File: src/rtl/imm_seq_if.sv
// Handshake bundle between the decoder/prefetch side and the immediate sequencer.
// The master drives instructions, extension words and result acceptance; the slave is imm_seq.
interface imm_seq_if;
    logic        instr_valid;
    logic        instr_ready;
    logic        movei;
    logic [1:0]  op_class;
    logic [4:0]  srcop;
    logic [31:0] program_count;

    logic        ext_valid;
    logic [15:0] ext_data;
    logic        ext_ready;

    logic        imm_valid;
    logic [31:0] imm_data;
    logic        imm_isimm;
    logic        imm_ready;

    modport master (
        output instr_valid, movei, op_class, srcop, program_count,
        output ext_valid, ext_data, imm_ready,
        input  instr_ready, ext_ready, imm_valid, imm_data, imm_isimm
    );

    modport slave (
        input  instr_valid, movei, op_class, srcop, program_count,
        input  ext_valid, ext_data, imm_ready,
        output instr_ready, ext_ready, imm_valid, imm_data, imm_isimm
    );
endinterface

File: src/rtl/imm_seq.sv
// Immediate operand sequencer: forms short immediates directly from the instruction,
// or assembles a 32-bit MOVEI operand from two 16-bit extension words (low word first).
module imm_seq (
    input  logic     clk,
    input  logic     resetl,
    input  logic     flush,
    output logic     busy,
    imm_seq_if.slave bus
);

    typedef enum logic [1:0] {
        IDLE = 2'd0,
        LOW  = 2'd1,
        HIGH = 2'd2,
        OUT  = 2'd3
    } state_t;

    state_t      state;
    state_t      state_nxt;
    logic        instr_fire;
    logic        ext_fire;
    logic [31:0] sext;
    logic [31:0] imm_calc;
    logic        isimm_calc;
    logic [31:0] data_q;
    logic        isimm_q;

    // Reset and flush both veto every handshake so neither side sees a word consumed.
    assign bus.instr_ready = resetl && !flush &&
                             ((state == IDLE) || ((state == OUT) && bus.imm_ready));
    assign bus.ext_ready   = resetl && !flush && ((state == LOW) || (state == HIGH));

    assign instr_fire = bus.instr_valid && bus.instr_ready;
    assign ext_fire   = bus.ext_valid && bus.ext_ready;

    assign bus.imm_valid = (state == OUT);
    assign bus.imm_data  = data_q;
    assign bus.imm_isimm = isimm_q;
    assign busy          = (state != IDLE);

    assign sext = {{27{bus.srcop[4]}}, bus.srcop};

    // NOTE: every output of a combinational block gets a default first, so no path
    // through the case statement can leave a value unassigned and infer a latch.
    always_comb begin
        imm_calc   = '0;
        isimm_calc = 1'b1;
        case (bus.op_class)
            2'd0: isimm_calc = 1'b0;
            2'd1: imm_calc   = sext;
            2'd2: imm_calc   = (bus.srcop == 5'd0) ? 32'd32 : {27'd0, bus.srcop};
            2'd3: imm_calc   = bus.program_count + {sext[30:0], 1'b0};
            default: imm_calc = '0;
        endcase
    end

    always_comb begin
        state_nxt = state;
        case (state)
            IDLE: if (instr_fire) state_nxt = bus.movei ? LOW : OUT;
            LOW:  if (ext_fire)   state_nxt = HIGH;
            HIGH: if (ext_fire)   state_nxt = OUT;
            OUT: begin
                if (bus.imm_ready) begin
                    if (instr_fire) state_nxt = bus.movei ? LOW : OUT;
                    else            state_nxt = IDLE;
                end
            end
            default: state_nxt = IDLE;
        endcase
        if (flush) state_nxt = IDLE;
    end

    // NOTE: sequential state uses non-blocking assignments so every register samples
    // the pre-edge values, independent of statement order or other always blocks.
    always_ff @(posedge clk) begin
        if (!resetl) state <= IDLE;
        else         state <= state_nxt;
    end

    // A MOVEI accept leaves the result register alone; both halves are overwritten
    // before OUT is reached, and a reset or flush mid-sequence simply restarts at LOW.
    always_ff @(posedge clk) begin
        if (!resetl) begin
            data_q  <= '0;
            isimm_q <= 1'b0;
        end else if (instr_fire) begin
            if (!bus.movei) begin
                data_q  <= imm_calc;
                isimm_q <= isimm_calc;
            end
        end else if (ext_fire) begin
            if (state == LOW) begin
                data_q[15:0] <= bus.ext_data;
            end else begin
                data_q[31:16] <= bus.ext_data;
                isimm_q       <= 1'b1;
            end
        end
    end

endmodule

File: src/flat_wrapper.sv
// flat-port wrapper written by rule: the top's interface ports become plain ports
module imm_seq_flat 
  (clk, resetl, flush, busy, bus_instr_valid, bus_movei, bus_op_class, bus_srcop, bus_program_count, bus_ext_valid, bus_ext_data, bus_imm_ready, bus_instr_ready, bus_ext_ready, bus_imm_valid, bus_imm_data, bus_imm_isimm);
  imm_seq_if bus_i ();
  input  logic clk;
  input  logic resetl;
  input  logic flush;
  output logic busy;
  input wire logic [$bits(bus_i.instr_valid)-1:0] bus_instr_valid;
  input wire logic [$bits(bus_i.movei)-1:0] bus_movei;
  input wire logic [$bits(bus_i.op_class)-1:0] bus_op_class;
  input wire logic [$bits(bus_i.srcop)-1:0] bus_srcop;
  input wire logic [$bits(bus_i.program_count)-1:0] bus_program_count;
  input wire logic [$bits(bus_i.ext_valid)-1:0] bus_ext_valid;
  input wire logic [$bits(bus_i.ext_data)-1:0] bus_ext_data;
  input wire logic [$bits(bus_i.imm_ready)-1:0] bus_imm_ready;
  output wire logic [$bits(bus_i.instr_ready)-1:0] bus_instr_ready;
  output wire logic [$bits(bus_i.ext_ready)-1:0] bus_ext_ready;
  output wire logic [$bits(bus_i.imm_valid)-1:0] bus_imm_valid;
  output wire logic [$bits(bus_i.imm_data)-1:0] bus_imm_data;
  output wire logic [$bits(bus_i.imm_isimm)-1:0] bus_imm_isimm;
  assign bus_i.instr_valid = bus_instr_valid;
  assign bus_i.movei = bus_movei;
  assign bus_i.op_class = bus_op_class;
  assign bus_i.srcop = bus_srcop;
  assign bus_i.program_count = bus_program_count;
  assign bus_i.ext_valid = bus_ext_valid;
  assign bus_i.ext_data = bus_ext_data;
  assign bus_i.imm_ready = bus_imm_ready;
  assign bus_instr_ready = bus_i.instr_ready;
  assign bus_ext_ready = bus_i.ext_ready;
  assign bus_imm_valid = bus_i.imm_valid;
  assign bus_imm_data = bus_i.imm_data;
  assign bus_imm_isimm = bus_i.imm_isimm;
  imm_seq u_core (.clk(clk), .resetl(resetl), .flush(flush), .busy(busy), .bus(bus_i));
endmodule
File: config.mk
export PLATFORM = sky130hd
export DESIGN_NAME = imm_seq_flat
export DESIGN_NICKNAME = d
export VERILOG_FILES = /design/src/rtl/imm_seq_if.sv /design/src/rtl/imm_seq.sv /design/src/flat_wrapper.sv
export SDC_FILE = /design/constraint.sdc
export NUM_CORES = 1
export LEC_CHECK = 0
export ABC_AREA = 1
export BUFFER_PORTS_ARGS = -buffer_cell sky130_fd_sc_hd__buf_2
export CAP_MARGIN = 40
export CORE_MARGIN = 4
export CORE_UTILIZATION = 57
export CTS_BUF_LIST = sky130_fd_sc_hd__clkbuf_4
export CTS_CLUSTER_DIAMETER = 80
export DETAILED_ROUTE_END_ITERATION = 12
export HOLD_SLACK_MARGIN = 0.06
export PLACE_DENSITY = 0.84
export SLEW_MARGIN = 15
export SYNTH_ARGS = -nofsm -noshare
export SYNTH_HDL_FRONTEND = slang
export SYNTH_SLANG_ARGS = --single-unit
File: constraint.sdc
create_clock -name clk -period 2.3 [get_ports clk]
set_input_delay 0.345 -clock clk [delete_from_list [all_inputs] [get_ports clk]]
set_output_delay 0.345 -clock clk [all_outputs]
set_load 0.05 [all_outputs]
# Word level (Yosys, flattened, before mapping)
# Index checks and enable logic that the tools add are counted.
[word_totals]
register_bits = 35
input_bits = 62
out_inout_bits = 37
wordCells = 56
[classes]
n_addsub = 1
eq_ne = 12
mux = 19
bitwise_logic = 1
n_reduce_logical = 19
[ops]
columns = ["operator", "count"]
rows = [
  ["32-bit two-way mux", 3],
  ["32-bit case mux with 3 select lines", 1],
  ["32-bit adder", 1],
  ["16-bit two-way mux", 2],
  ["2-bit two-way mux", 6],
  ["2-bit equality test (second input constant)", 4],
  ["2-bit by 1-bit inequality test with 1-bit output (second input constant)", 4],
  ["2-bit case mux with 4 select lines", 1],
  ["1-bit logical AND", 6],
  ["6-bit two-way mux", 1],
  ["3-bit AND reduction", 2],
  ["2-bit nonzero test", 3],
  ["5-bit logical NOT", 1],
  ["1-bit two-way mux", 5],
  ["2-bit by 1-bit equality test with 1-bit output (second input constant)", 2],
  ["2-bit logical NOT", 2],
  ["2-bit inequality test (second input constant)", 2],
  ["4-bit AND reduction", 1],
  ["1-bit logical OR", 2],
  ["2-bit OR reduction", 1],
  ["1-bit logical NOT", 1],
  ["1-bit NOT", 1],
]

# Longest topological paths before layout
# Gate-level depths: netlist of run 1.
[logic_depth]
depth_word = 8
depth_mapped = 16
ltp_nobuf = 15

# Worst setup path after synthesis of run 1
# OpenSTA, ideal clock, no wires.
[synth_timing]
kind = "register to register"
from = "reg u_core.state[0]"
to = "reg u_core.data_q[22], in the netlist u_core.bus.imm_data[22]"
setup_time_ns = 0.120
arrival_ns = 2.217
t_required_ns = 2.180
slack_ns = -0.037
path_stages_with_launch = 16
path_buffers = 1
period_less_slack_ns = 2.337
path_cell_list = "dfxtp_1 -> ha_1 -> nand2_1 -> nand2_1 -> nand2_1 -> inv_2 -> nand2_4 -> nor2_4 -> inv_2 -> o21ai_2 -> inv_2 -> nor2_8 -> inv_4 -> buf_6 -> a21oi_2 -> a21oi_1"
[synth_via]
elab_chain_len = 7
elab_cells_between_ends = 16
cone_classes = "eq/ne (5); mux (1); reduce/logical (10)"
[synth_lines]
columns = ["element", "line", "text"]
rows = [
  ["from (decl)", "imm_seq.sv:18", "state_t state;"],
  ["from (signal assigned)", "imm_seq.sv:78", "else state <= state_nxt;"],
  ["2-bit equality test (*)", "n/a", ""],
  ["net bus_imm_valid", "flat_wrapper.sv:19", "output wire logic [$bits(bus_i.imm_valid)-1:0] bus_imm_valid;"],
  ["1-bit logical AND (*)", "imm_seq.sv:30", "((state == IDLE) || ((state == OUT) && bus.imm_ready));"],
  ["1-bit logical OR (*)", "imm_seq.sv:30", ""],
  ["1-bit logical AND (*)", "imm_seq.sv:29", "assign bus.instr_ready = resetl && !flush &&"],
  ["net bus_instr_ready", "flat_wrapper.sv:17", "output wire logic [$bits(bus_i.instr_ready)-1:0] bus_instr_ready;"],
  ["1-bit logical AND (*)", "imm_seq.sv:33", "assign instr_fire = bus.instr_valid && bus.instr_ready;"],
  ["2-bit by 1-bit inequality test with 1-bit output (no source line) (tied with other cells)", "n/a", ""],
  ["3-bit AND reduction (no source line)", "n/a", ""],
  ["to (signal assigned)", "imm_seq.sv:89", "data_q <= imm_calc;"],
  ["to (signal assigned)", "imm_seq.sv:96", "data_q[31:16] <= bus.ext_data;"],
  ["to (decl)", "imm_seq.sv:25", "logic [31:0] data_q;"],
]
# The timed path passes the listed nets; every way through them passes the cells marked *.
# A chain may end at the register's enable or synchronous reset.

# Worst setup path in the final report of run 1
[layout_timing]
from = "reg u_core.state[1]"
to = "reg u_core.state[0]"
[layout_via]
elab_chain_len = 8
elab_cells_between_ends = 19
cone_classes = "eq/ne (7); mux (3); reduce/logical (9)"
[layout_lines]
columns = ["element", "line", "text"]
rows = [
  ["2-bit equality test", "imm_seq.sv:30, imm_seq.sv:59", ""],
  ["1-bit logical AND", "imm_seq.sv:30", ""],
  ["1-bit logical OR", "imm_seq.sv:30", ""],
  ["1-bit logical AND", "imm_seq.sv:29", ""],
  ["1-bit logical AND", "imm_seq.sv:33", ""],
  ["2-bit two-way mux", "imm_seq.sv:65", "if (instr_fire) state_nxt = bus.movei ? LOW : OUT;"],
  ["2-bit two-way mux", "imm_seq.sv:64", "if (bus.imm_ready) begin"],
  ["2-bit case mux with 4 select lines", "imm_seq.sv:59", "case (state)"],
]
# Parallel ways exist; a longest one is shown, timed or not. The select of a mux whose other input is x is not followed.

==> results_dict.tcl, run 1 <==
set metrics [dict create \
    seqPwrFrac 0.300 \
    die-area_um2 8880 \
    yosysTopAreaCell "nand2_1" \
    setup_viol 0 \
    synth-edff-count 0 \
    core_area_um2 7250 \
    io_pins 99 \
    antenna_found_initial 0 \
    tritoncts.num_buffers 5 \
    wl_per_cell_um 13.2 \
    layout_common_cells "nand2_1, inv_1, buf_2, a21oi_1, buf_4" \
    synthFlopType "dfxtp_1" \
    power.internal_w 0.00124 \
    track_usage 0.306 \
    ctsHoldBuffers 0 \
    die_w_um 94.3 \
    final_common_cell "nand2_1" \
    power.leakage_nw 3.15 \
    drv_cap 0 \
    dr.first_iter.drc_count 290 \
    wl_met1_um 5670 \
    final_util 0.732 \
    combPwrFrac 0.490 \
    drt_first_pass_iters 5 \
    synth_top_area_share 0.257 \
    ir_drop_mv 0.396 \
    synth.distinct_cells 35 \
    pre_cts_ws_ps -175 \
    final_area_um2 5310 \
    maxSlewViolCount 0 \
    critPathMaxFanout 33 \
    worstSetupStartpointType "flip-flop" \
    dr_total_vias 5320 \
    floorplan.initialDensity 0.585 \
    period_share 0.941 \
    sw_frac_of_total 0.420 \
    cts_sinks 35 \
    cts_setup_buffers 0 \
    htreeDepth 2 \
    dp_hpwl_um 11100 \
    first_global_vias 4976 \
    cp.required_ps 2560 \
    synthArstFlopShare 0 \
    cts_resized 0 \
    cts_tree "done" \
    worstPathArrival_ps 2420 \
    layout_setup_ws_ps 135 \
    p_clk_frac 0.210 \
    viasPerCell 5.20 \
    relSlewSlack 0.710 \
    critPathKind "reg -> reg" \
    ys_seq_area_frac 0.165 \
    wirelength_um 13600 \
    worstMarginPinSlew_ps 435 \
    layout.nets 1023 \
    ys_ff_latch 35 \
    insertedDiodeCount 0 \
    clkLatencyLatePin_ps 360 \
    top_layer_used "met4" \
    grt_pass1_wl_um 22000 \
    worst_setup_path_end_kind "flip-flop" \
    finalClockSkew_ps 2.95 \
    met3_length_um 862 \
    power_density_nw_per_um2 403 \
    syn_avg_cell_area_um2 5.44 \
    fmax_mhz 462 \
    outcome "finished, final reports clean" \
    syn_to_final_growth_pct 25.2 \
    hold_path_class "in -> reg" \
    grt-ovfl-total 0 \
    antenna_left 0 \
    synth_area_leaders "nand2_1, dfxtp_1, inv_1" \
    cts-root-buf "clkbuf_4" \
    rows 31 \
    grt_max_degree 34 \
    die_y_um 94.3 \
    clockBufferDepth 2 \
    syn-num-nets 878 \
    fin_crit_ps 2170 \
    netlist_instances 779 \
    setup_tns_ps 0 \
    clk_pin_slew_ps 110 \
    dr_wl_met2_um 6620 \
    drive_above_1_share 0.209 \
    p_sw_w 0.000898 \
    io_buffers 98 \
    postPlaceCellArea_um2 5220 \
    yosys_warnings 0 \
    synth_area_um2 4240 \
    place.gp.congestion 0.962 \
    post-route-drc-count 0 \
    timing_hold_violations_final 0 \
]
[area by class of cell]
| cell class | count | area, um2 |
|---|---|---|
| Tap cell | 99 | 124 |
| Multi-Input combinational cell | 594 | 2960 |
| Fill cell | 661 | 1940 |
| Clock inverter | 3 | 38.8 |
| Timing Repair Buffer | 156 | 938 |
| Inverter | 132 | 504 |
| Sequential cell | 35 | 702 |
| Clock buffer | 5 | 37.5 |
[power by group through the flow]
stage               clock network (W)  logic [W]  registers (W)
CTS                          0.000450    0.00103       0.000640
global placement                    0    0.00101       0.000653
detailed placement                  0    0.00103       0.000654
finish                       0.000450    0.00105       0.000641
global route                 0.000480    0.00117       0.000643
floorplan                           0   0.000588       0.000719
[sequential cells by signal, summed over array words and instances (netlist names)]
name and cells:
u_core.state 2, u_core.bus.imm_data 32, u_core.bus.imm_isimm 1
[per-layer routing]
| layer | global-route usage | vias up |
|---|---|---|
| met5 | 0 | - |
| met4 | 0.105 | 0 |
| met3 | 0.0513 | 42 |
| met2 | 0.543 | 199 |
| met1 | 0.370 | 2332 |
| li1 | - | 2747 |
[critical path, cell delays in order (launching register included)]
cell	delay [ps]
dfxtp_1	350
inv_1	140
ha_1	220
clkinvlp_4	110
nand2_1	70
nand2_1	80
inv_4	70
nand2_4	60
inv_2	60
buf_4	300
o22ai_1	150
a21oi_2	200
nand2_1	100
nand2_1	90
a21oi_1	60
[path summary, 6_finish.rpt]
| path | depth (start not counted) | start | slack (ps) | end |
|---|---|---|---|---|
| setup / recovery | 14 | u_core.state[1] | 130 | u_core.state[0] |
| hold / removal | 4 | flush | 250 | u_core.state[0] |
| setup reg to reg | 14 | u_core.state[1] | 130 | u_core.state[0] |
| hold reg to reg | 2 | u_core.bus.imm_data[1] | 500 | u_core.bus.imm_data[1] |
[Yosys cell counts (2+ instances only)]
library cell / count
clkbuf_1: 13
o21ai_2: 2
nand2_1: 290
ha_1: 36
and2_1: 2
inv_1: 124
a21oi_2: 7
o21ai_0: 38
buf_6: 3
nor2_1: 50
dfxtp_1: 35
xnor2_1: 3
nand4_1: 4
or2_2: 3
nor3_1: 8
a21oi_1: 74
a31oi_1: 4
nand3b_1: 3
o21ai_1: 15
nor2_4: 2
nand3_1: 43
inv_2: 7
[stage by stage]
stage | hold slack, ps | cells | power, W
2_1_floorplan | 483 | 779 | 0.00131
5_1_grt | 258 | 1024 | 0.00229
3_3_place_gp | 469 | 1016 | 0.00166
4_1_cts | 256 | 1024 | 0.00212
3_5_place_dp | 474 | 1016 | 0.00168
6_report | 247 | 1024 | 0.00214
[kinds of logic after synthesis]
logic type | after synthesis | synth area share
AND/OR/NAND/NOR | 409 | 0.395
adder cells (fa/ha/maj) | 37 | 0.111
XOR/XNOR | 4 | 0.00826
buffers and inverters | 150 | 0.139
AO/OA/AOI/OAI | 144 | 0.181
flip-flops | 35 | 0.165
(Power assumes the default switching activity.)
==> run 2: changes to the inputs <==
Settings changed: CELL_PAD_IN_SITES_DETAIL_PLACEMENT set to 1, CELL_PAD_IN_SITES_GLOBAL_PLACEMENT set to 2, CORE_UTILIZATION 57 to 28, PLACE_DENSITY 0.84 to not set, PLACE_DENSITY_LB_ADDON set to 0.1.
==> run 2 against run 1 <==
Against the previous run: first-iteration DRC count shrank 21%; cell count rose by 10%; global-route usage shrank 11 points; via count up 0.55%; register-to-register slack better by 90 ps; largest cell class unchanged; largest power group unchanged; highest routed layer unchanged.
==> results_dict.tcl, run 2 (same netlist as run 1, synthesis figures left out) <==
set metrics [dict create \
    outcome "finished, final reports clean" \
    place.gp.congestion 0.868 \
    sw_frac_of_total 0.439 \
    die_y_um 131 \
    fmax_mhz 464 \
    grt_pass1_wl_um 27400 \
    hold_path_class "in -> reg" \
    period_share 0.938 \
    seqPwrFrac 0.301 \
    maxSlewViolCount 0 \
    io_buffers 98 \
    worst_setup_path_end_kind "flip-flop" \
    die-area_um2 17200 \
    regArea_um2 702 \
    insertedDiodeCount 0 \
    rsz0062_at_grt "no" \
    drt_first_pass_iters 4 \
    core_area_um2 14700 \
    tritoncts.num_buffers 5 \
    cp.required_ps 2580 \
    fin_crit_ps 2160 \
    grt-ovfl-total 0 \
    wl_per_cell_um 15.1 \
    viasPerCell 4.73 \
    die_w_um 131 \
    timing_hold_violations_final 0 \
    ir_drop_mv 0.184 \
    postPlaceCellArea_um2 5470 \
    antenna_left 0 \
    io_pins 99 \
    final_common_cell "nand2_1" \
    dr.first_iter.drc_count 228 \
    p_sw_w 0.000937 \
    reg2reg_depth 15 \
    total_power_w 0.00214 \
    worstPathArrival_ps 2440 \
    grt_max_degree 34 \
    layout_common_cells "nand2_1, inv_1, buf_2, buf_4, a21oi_1" \
    finalClockSkew_ps 10.1 \
    critPathKind "in -> reg" \
    dp_hpwl_um 14500 \
    reg2reg_slack_ps 220 \
    layout.nets 1044 \
    post-route-drc-count 0 \
    power_density_nw_per_um2 384 \
    antenna_found_initial 0 \
    worstSetupStartpointType "input port" \
    critPathMaxFanout 20 \
    clk_pin_slew_ps 120 \
    drv_cap 0 \
    power.leakage_nw 3.23 \
    combPwrFrac 0.524 \
    wirelength_um 17100 \
    final_area_um2 5560 \
    cts_tree "done" \
    setup_tns_ps 0 \
    p_clk_frac 0.176 \
    cts_sinks 35 \
    power.internal_w 0.00120 \
    largest_register_ffs 32 \
    rows 44 \
    clkLatencyLatePin_ps 360 \
    multi_input_area_um2 2970 \
    track_usage 0.200 \
    floorplan.initialDensity 0.288 \
    cts-root-buf "clkbuf_4" \
    htreeDepth 2 \
    nFillCells 2093 \
    worstMarginPinSlew_ps 348 \
    syn_to_final_growth_pct 31.0 \
    holdPathStages 3 \
    setup_viol 0 \
    relSlewSlack 0.768 \
    first_global_vias 5602 \
    drive_above_1_share 0.228 \
    dr_total_vias 5349 \
    clockBufferDepth 2 \
]
## run 2: metal layers
metal | up-vias | GRT usage | part of all wire
li1 | 2782 | - | -
met1 | 2466 | 0.265 | 0.47
met2 | 81 | 0.350 | 0.48
met3 | 20 | 0.0190 | 0.030
met4 | 0 | 0.0472 | 0.021
met5 | - | 0 | 0
## run 2: power groups by stage
stage / clock network, W / logic (W) / registers, W
final: 0.000375 / 0.00112 / 0.000642
after global routing: 0.000417 / 0.00127 / 0.000646
after CTS: 0.000392 / 0.00113 / 0.000642
after detailed placement: 0 / 0.00112 / 0.000656
after global placement: 0 / 0.00110 / 0.000655
after floorplan: 0 / 0.000588 / 0.000719
## run 2: worst paths after layout
| kind | endpoint | from |
|---|---|---|
| worst max register to register | u_core.bus.imm_data[26] | u_core.state[1] |
| worst min-delay path | u_core.bus.imm_data[3] | bus_ext_data[3] |
| worst min register to register | u_core.bus.imm_data[1] | u_core.bus.imm_data[1] |
| worst max-delay path | u_core.bus.imm_data[26] | bus_srcop[4] |
## run 2: stage by stage
| stage | utilization | worst slack (ps) | hold WS [ps] | instances |
|---|---|---|---|---|
| 2_1_floorplan | - | 15.4 | 483 | 779 |
| 3_3_place_gp | 0.372 | -300 | 469 | 1122 |
| 3_5_place_dp | 0.372 | -420 | 474 | 1122 |
| 4_1_cts | 0.378 | 33.4 | 241 | 1130 |
| 5_1_grt | 0.378 | 27.7 | 242 | 1130 |
| 6_report | 0.378 | 143 | 251 | 1130 |
## run 2: worst max-delay path, stage by stage
cell and delay, ps:
buf_4 210, buf_4 180, ha_1 340, nand2_1 110, buf_4 160, nor3_2 220
buf_4 160, and2_1 110, nand2_1 70, nand3_1 90, nand3_1 100, nand2_1 80
nand2_1 50, a21oi_1 180
## run 2: area by class of cell
class                   count  area share
well taps                 184      0.0414
multi-input cells         594       0.535
clock buffers               7     0.00946
repair buffers            177       0.196
clock inverters             1    0.000901
inverters                 132      0.0907
flip-flops and latches     35       0.126
## run 2: timing repair
item,CTS,global route
buffers inserted,0,0
hold buffers,0,0
pin swaps,0,0
resized for setup,3,4
setup endpoints to repair,1,25
